<file path="config.mk">
export PLATFORM = sky130hd
export DESIGN_NAME = step_sequencer
export DESIGN_NICKNAME = d
export VERILOG_FILES = /design/src/rtl/step_sequencer.sv
export SDC_FILE = /design/constraint.sdc
export NUM_CORES = 1
export LEC_CHECK = 0
export BUFFER_PORTS_ARGS = -buffer_cell sky130_fd_sc_hd__clkbuf_2
export CORE_ASPECT_RATIO = 1.25
export CORE_UTILIZATION = 43
export DETAILED_ROUTE_END_ITERATION = 6
export PLACE_DENSITY = 0.73
export SYNTH_ARGS = -nofsm -noshare
export SYNTH_HDL_FRONTEND = slang
export SYNTH_SLANG_ARGS = --single-unit
export TNS_END_PERCENT = 10
</file>
<file path="constraint.sdc">
create_clock -name clock -period 2.9 [get_ports clock]
set_input_delay 0.29 -clock clock [delete_from_list [all_inputs] [get_ports clock]]
set_output_delay 0.29 -clock clock [all_outputs]
set_load 0.03 [all_outputs]
</file>
<file path="src/rtl/step_sequencer.sv">
// Step sequencer: for each integration step it runs the update module and the collision detector,
// and on a collision the velocity selector. It writes one result per step and stops after NUM_STEPS.
module step_sequencer #(
    parameter int NUM_STEPS = 16,
    parameter int TIMEOUT   = 255,
    parameter int MAX_RETRY = 3
) (
    input  logic        clock,
    input  logic        reset,
    input  logic        start,
    input  logic [15:0] x_in,
    input  logic [15:0] y_in,
    input  logic [15:0] vx_in,
    input  logic [15:0] vy_in,
    output logic        um_in_rdy,
    input  logic        um_out_rdy,
    input  logic [15:0] xnew,
    input  logic [15:0] ynew,
    input  logic [15:0] vxnew,
    input  logic [15:0] vynew,
    output logic        cd_in_rdy,
    input  logic        cd_out_rdy,
    input  logic        trial,
    output logic        vs_in_rdy,
    input  logic        vs_out_rdy,
    input  logic [15:0] vs_vxout,
    input  logic [15:0] vs_vyout,
    output logic [15:0] pos_x,
    output logic [15:0] pos_y,
    output logic [15:0] vel_x,
    output logic [15:0] vel_y,
    output logic        wr_en,
    output logic [15:0] step_cnt,
    output logic        busy,
    output logic        done,
    output logic        err
);
    localparam int WW = (TIMEOUT < 2) ? 1 : $clog2(TIMEOUT + 1);
    localparam int RW = (MAX_RETRY < 2) ? 1 : $clog2(MAX_RETRY + 1);

    // One-hot encoding, so that each status output comes directly from a state flop.
    localparam int S_UM = 1, S_CD = 2, S_VS = 3, S_WR = 4, S_DN = 5, S_ER = 6;
    typedef enum logic [6:0] {
        IDLE   = 7'b0000001,
        UM_RUN = 7'b0000010,
        CD_RUN = 7'b0000100,
        VS_RUN = 7'b0001000,
        WRITE  = 7'b0010000,
        DONE_S = 7'b0100000,
        ERR_S  = 7'b1000000
    } state_t;

    state_t          state;
    logic            um_prev, cd_prev, vs_prev;
    logic [WW-1:0]   wait_cnt;
    logic [RW-1:0]   retry;
    logic            busy_r;

    wire um_rise  = um_out_rdy & ~um_prev;
    wire cd_rise  = cd_out_rdy & ~cd_prev;
    wire vs_rise  = vs_out_rdy & ~vs_prev;
    wire wait_exp = (wait_cnt == WW'(TIMEOUT - 1));

    assign um_in_rdy = state[S_UM];
    assign cd_in_rdy = state[S_CD];
    assign vs_in_rdy = state[S_VS];
    assign wr_en     = state[S_WR];
    assign done      = state[S_DN];
    assign err       = state[S_ER];
    assign busy      = busy_r;

    always_ff @(posedge clock) begin
        if (reset) begin
            state    <= IDLE;
            um_prev  <= 1'b0;
            cd_prev  <= 1'b0;
            vs_prev  <= 1'b0;
            wait_cnt <= '0;
            retry    <= '0;
            busy_r   <= 1'b0;
            step_cnt <= '0;
            pos_x    <= '0;
            pos_y    <= '0;
            vel_x    <= '0;
            vel_y    <= '0;
        end else begin
            // Previous flag values are tracked in every state, so a flag already high on entry is not seen as a rise.
            um_prev <= um_out_rdy;
            cd_prev <= cd_out_rdy;
            vs_prev <= vs_out_rdy;
            case (state)
                IDLE: if (start) begin
                    pos_x    <= x_in;
                    pos_y    <= y_in;
                    vel_x    <= vx_in;
                    vel_y    <= vy_in;
                    step_cnt <= '0;
                    retry    <= '0;
                    wait_cnt <= '0;
                    busy_r   <= 1'b1;
                    state    <= UM_RUN;
                end
                UM_RUN: begin
                    if (um_rise) begin
                        pos_x    <= xnew;
                        pos_y    <= ynew;
                        vel_x    <= vxnew;
                        vel_y    <= vynew;
                        wait_cnt <= '0;
                        state    <= CD_RUN;
                    end else begin
                        wait_cnt <= wait_cnt + 1'b1;
                        if (wait_exp) begin
                            busy_r <= 1'b0;
                            state  <= ERR_S;
                        end
                    end
                end
                CD_RUN: begin
                    if (cd_rise) begin
                        wait_cnt <= '0;
                        if (trial && (retry < RW'(MAX_RETRY))) begin
                            retry <= retry + 1'b1;
                            state <= VS_RUN;
                        end else begin
                            state <= WRITE;
                        end
                    end else begin
                        wait_cnt <= wait_cnt + 1'b1;
                        if (wait_exp) begin
                            busy_r <= 1'b0;
                            state  <= ERR_S;
                        end
                    end
                end
                VS_RUN: begin
                    if (vs_rise) begin
                        vel_x    <= vs_vxout;
                        vel_y    <= vs_vyout;
                        wait_cnt <= '0;
                        state    <= UM_RUN;
                    end else begin
                        wait_cnt <= wait_cnt + 1'b1;
                        if (wait_exp) begin
                            busy_r <= 1'b0;
                            state  <= ERR_S;
                        end
                    end
                end
                WRITE: begin
                    step_cnt <= step_cnt + 16'd1;
                    retry    <= '0;
                    wait_cnt <= '0;
                    if (step_cnt + 16'd1 == 16'(NUM_STEPS)) begin
                        busy_r <= 1'b0;
                        state  <= DONE_S;
                    end else begin
                        state  <= UM_RUN;
                    end
                end
                DONE_S: if (!start) state <= IDLE;
                ERR_S:  state <= ERR_S;
                default: state <= IDLE;
            endcase
        end
    end
endmodule

</file>
# Word level (Yosys, flattened, before mapping)
# Index checks and enable logic that the tools add are counted.
# W data, S select, Z words.
# word_totals
ff_bits,101
out_inout_bits,87
elab_cells,95
# classes
add_sub_neg,3
order_cmp,1
n_eq_ne,19
muxes,41
n_bitwise,6
n_reduce_logical,13
# op_table
operator,n
$mux W16,11
$pmux W16 S2,3
$pmux W16 S3,2
$pmux W7 S7,1
$mux W7,6
$pmux W8 S5,1
$mux W8,4
$ne A2 B2 Y1 const B,10
$add A16 B1 Y16 const B,1
$eq A16 B5 Y1 const B,1
$add A8 B1 Y8 const B,1
$eq A8 B8 Y1 const B,1
$reduce_and A4 Y1,2
$eq A7 B1 Y1 const B,1
$eq A7 B2 Y1 const B,1
$eq A7 B3 Y1 const B,1
$eq A7 B4 Y1 const B,1
$eq A7 B5 Y1 const B,1
$eq A7 B6 Y1 const B,1
$eq A7 B7 Y1 const B,1
$mux W1,6
$mux W2,3
$mux W6,1
$pmux W2 S3,1
other kinds (13),21

# Longest topological paths before layout
# depth
word_depth,5
ltp_mapped,9

# Least setup slack after synthesis
# No wires, ideal clock.
# synth_timing
path_kind,register to register
startpoint,register step_cnt[0]
endpoint,register state[5]
arrival_time_ns,2.446
t_required_ns,2.830
setup_slack_ns,0.383
stages_incl_launch_ff,9
n_path_buf,1
period_less_slack_ns,2.517
cell_sequence,dfxtp_1 -> ha_1 -> and3_4 -> and3_1 -> clkbuf_2 -> or3_1 -> a221o_1 -> or4_1 -> a21oi_1
# synth_between
elab_chain_cells,4
# synth_lines
item,line_no,source
"start, declared",33,"output logic [15:0] step_cnt,"
"start signal, assigned",151,step_cnt <= step_cnt + 16'd1;
$add A16 B1 Y16,154,if (step_cnt + 16'd1 == 16'(NUM_STEPS)) begin
$eq A16 B5 Y1,154,
$mux W6,154,
$pmux W7 S7,91,case (state)
"end signal, assigned",156,state <= DONE_S;
"end signal, assigned",158,state <= UM_RUN;
"end signal, assigned",161,DONE_S: if (!start) state <= IDLE;
"end, declared",53,state_t state;
# Every way passes these cells.
# A chain may end at the register's enable or synchronous reset.

# Worst setup path in the final report
# Ends and elaborated chain as after synthesis.

==> out/results.ini <==
[outcome]
outcome=finished clean

[global_routing]
grt_pass1_vias=5189
antenna_found_initial=0
overflow=0
grt_start_max_net_pins=65
grtUsageTotal_pct=25.17
grt_first_pass_wirelength_um=25220

[synth]
synth_edf_count=0
ys.flop_type=dfxtp_1
async_flop_share_pct=0
synth_common_cells=dfxtp_1 (101), nor2_1 (100), nand2_1 (54)
netlist_instances=613
synth_fp_nets=784
synth.most_common_cell=dfxtp_1
syn_area_per_cell_um2=8.424
yosysSeqAreaShare_pct=39.16
synthesis.area_mm2=0.005164
synth_top_area_cell=dfxtp_1
synth_area_leaders=dfxtp_1 (39%), nor2_1 (7.3%), a311oi_1 (7.0%)
ys_seq_elements=101
synth_top_area_share_pct=39.16
yosysWarnings=0
yosys.cell_types.count=60

[setup_path]
crit_type=reg2reg
worstPathArrival_ns=2.75
cp.required_ns=3.17
critPathTopFamily=simple AND/OR/NAND/NOR gates
timing.rr.end=state[5]
reg2reg_from=step_cnt[0]
startpoint=step_cnt[0]
r2r_cells=7
worstSetupStartpointType=flop
cp_slowest_cell=or4_1
timing.critical_path.fanout_max=8
cp.depth=7
cp-end-kind=flop
crit_buf_inv=0
max_stage_delay_ns=0.49
ff2ff_setup_slack_ns=0.42
crit_chain=ha_1 > and3_4 > and3_1 > or3_1 > a221o_1 > or4_1 > a21oi_1
cp-endpoint=state[5]

[sta]
fin_skew_ns=0.01245
grt_setup_unrepaired=no
finalSetupViolCount=0
finalMaxSlewViolations=0
fin_crit_sh_pct=85.38
hold_viol=0
fmax_mhz=403.9
period_minus_slack_ns=2.476
tightest_slew_ns=0.9255
tns_ns=0
slew_headroom_pct=38.30

[floorplanning]
num_rows=44
ios=254
core_mm2=0.01167
die_area_mm2=0.01245
start_util_pct=44.24
die_x_um=100.0
die_height_um=124.5

[clock_tree]
cts_tree=done
cts.repair.resized=0
cts_made_buffers=9
h-tree-depth=3
clk_latency_ns=0.34
cts_sinks=101
postCtsHoldBufs=0
cts_setup_buffers=0
root_buffer=clkbuf_16
cts.clk_slew.worst_paths_ns=0.07
clk_path_buf_depth=2

[job]
cap_violations=0

[route]
first_pass_iters=6
drc=0
routed_via_density=5.605
totalWireLength_um=15870
drtIter0Drc=273
ant_nets=0
wire_per_inst_um=15.90
routed-via-count=5594

[pwr]
ir_drop_uv=306.7
power.total_mw=4.423
power_density_mw_per_mm2=651.4
power.leakage_nw=2.899

[layout]
final_util_pct=58.18
synthToLayoutAreaGrowth_pct=31.50
n_antenna_cell=0
final_layout_size_suffix_gt1_share_pct=35.13
stdcell_count=998
finalNetCount=1003

[place]
post-place-cells=982
dp_hpwl_um=11910
io_buffers=253
gp_congestion=0.8926

[hold_path]
hold_class=in2reg
min_path_cells=2

## cells by family after synthesis
family | synth area share [%]
multiplexers | 6.203
AO/OA/AOI/OAI | 25.64
flip-flops | 39.16
XOR/XNOR | 1.018
buffers and inverters | 5.306
AND/OR/NAND/NOR | 21.71
adder cells (fa/ha/maj) | 0.9693
## power breakdown
group | switching, mW | total (mW) | internal (mW) | leakage [nW]
combinational | 0.982 | 1.49 | 0.510 | 1.93
sequential | 0.124 | 1.71 | 1.59 | 0.830
clock | 0.545 | 1.22 | 0.673 | 0.142
## worst min-delay path by stage
| stage | startpoint | endpoint |
|---|---|---|
| after floorplan | trial | state[4] |
| after global placement | wait_cnt[4] | wait_cnt[4] |
| after detailed placement | wait_cnt[6] | wait_cnt[6] |
| after CTS | trial | state[4] |
| after global routing | trial | state[4] |
| final | trial | state[4] |
## registers in the layout, summed over array words and instances, names as in the netlist
register and cells:
vel_y 16, cd_prev 1, vs_prev 1, pos_x 16, pos_y 16, retry 2
state 7, um_prev 1, step_cnt 16, wait_cnt 8, vel_x 16, busy 1
## cell usage in the layout (no fill, tap or decap), types with 3 or more instances in the layout
master | Yosys | routed
clkbuf_16 | 0 | 9
xnor2_1 | 5 | 5
clkbuf_2 | 1 | 252
and2_1 | 3 | 3
inv_1 | 5 | 5
ha_1 | 4 | 4
dfxtp_1 | 101 | 101
buf_4 | 3 | 9
nand3_1 | 17 | 17
a41oi_1 | 3 | 3
a31oi_1 | 7 | 7
and4_1 | 3 | 3
nand4_1 | 3 | 3
and3_1 | 6 | 6
nor3_1 | 7 | 7
mux2i_1 | 32 | 32
nor2b_1 | 7 | 7
a21oi_1 | 28 | 28
a311oi_1 | 41 | 41
nor2_1 | 100 | 99
o21ai_0 | 9 | 9
a211oi_1 | 37 | 37
nand2b_1 | 6 | 6
a22oi_1 | 33 | 33
or3_1 | 5 | 5
nand2_1 | 54 | 53
o21bai_1 | 3 | 3
## layout make-up
class                   instances  area (µm²)
fillers                      1118        4881
well taps                     161       201.4
clock inverters                 7       72.57
multi-input cells             451        2877
clock buffers                   9       225.2
inverters                       5       18.77
repair buffers                264        1374
flip-flops and latches        101        2022
## routing by layer
metal,vias up,part of all wire [%],global-route usage [%]
met5,-,0,0
met4,0,2.0,8.269
met3,29,7.3,5.219
met2,229,48,40.73
met1,2610,43,33.25
li1,2726,-,-
## through the flow
step | setup slack, ns | hold slack [ns] | area, µm²
after detailed placement | 0.4596 | 0.4700 | 6492
after global placement | 0.5149 | 0.4565 | 6492
after CTS | 0.4408 | 0.1522 | 6790
after floorplan | 0.3835 | 0.3798 | 5164
final | 0.4239 | 0.1627 | 6790
after global routing | 0.3219 | 0.1760 | 6790
No activity file was read; power rests on OpenSTA's default activity.
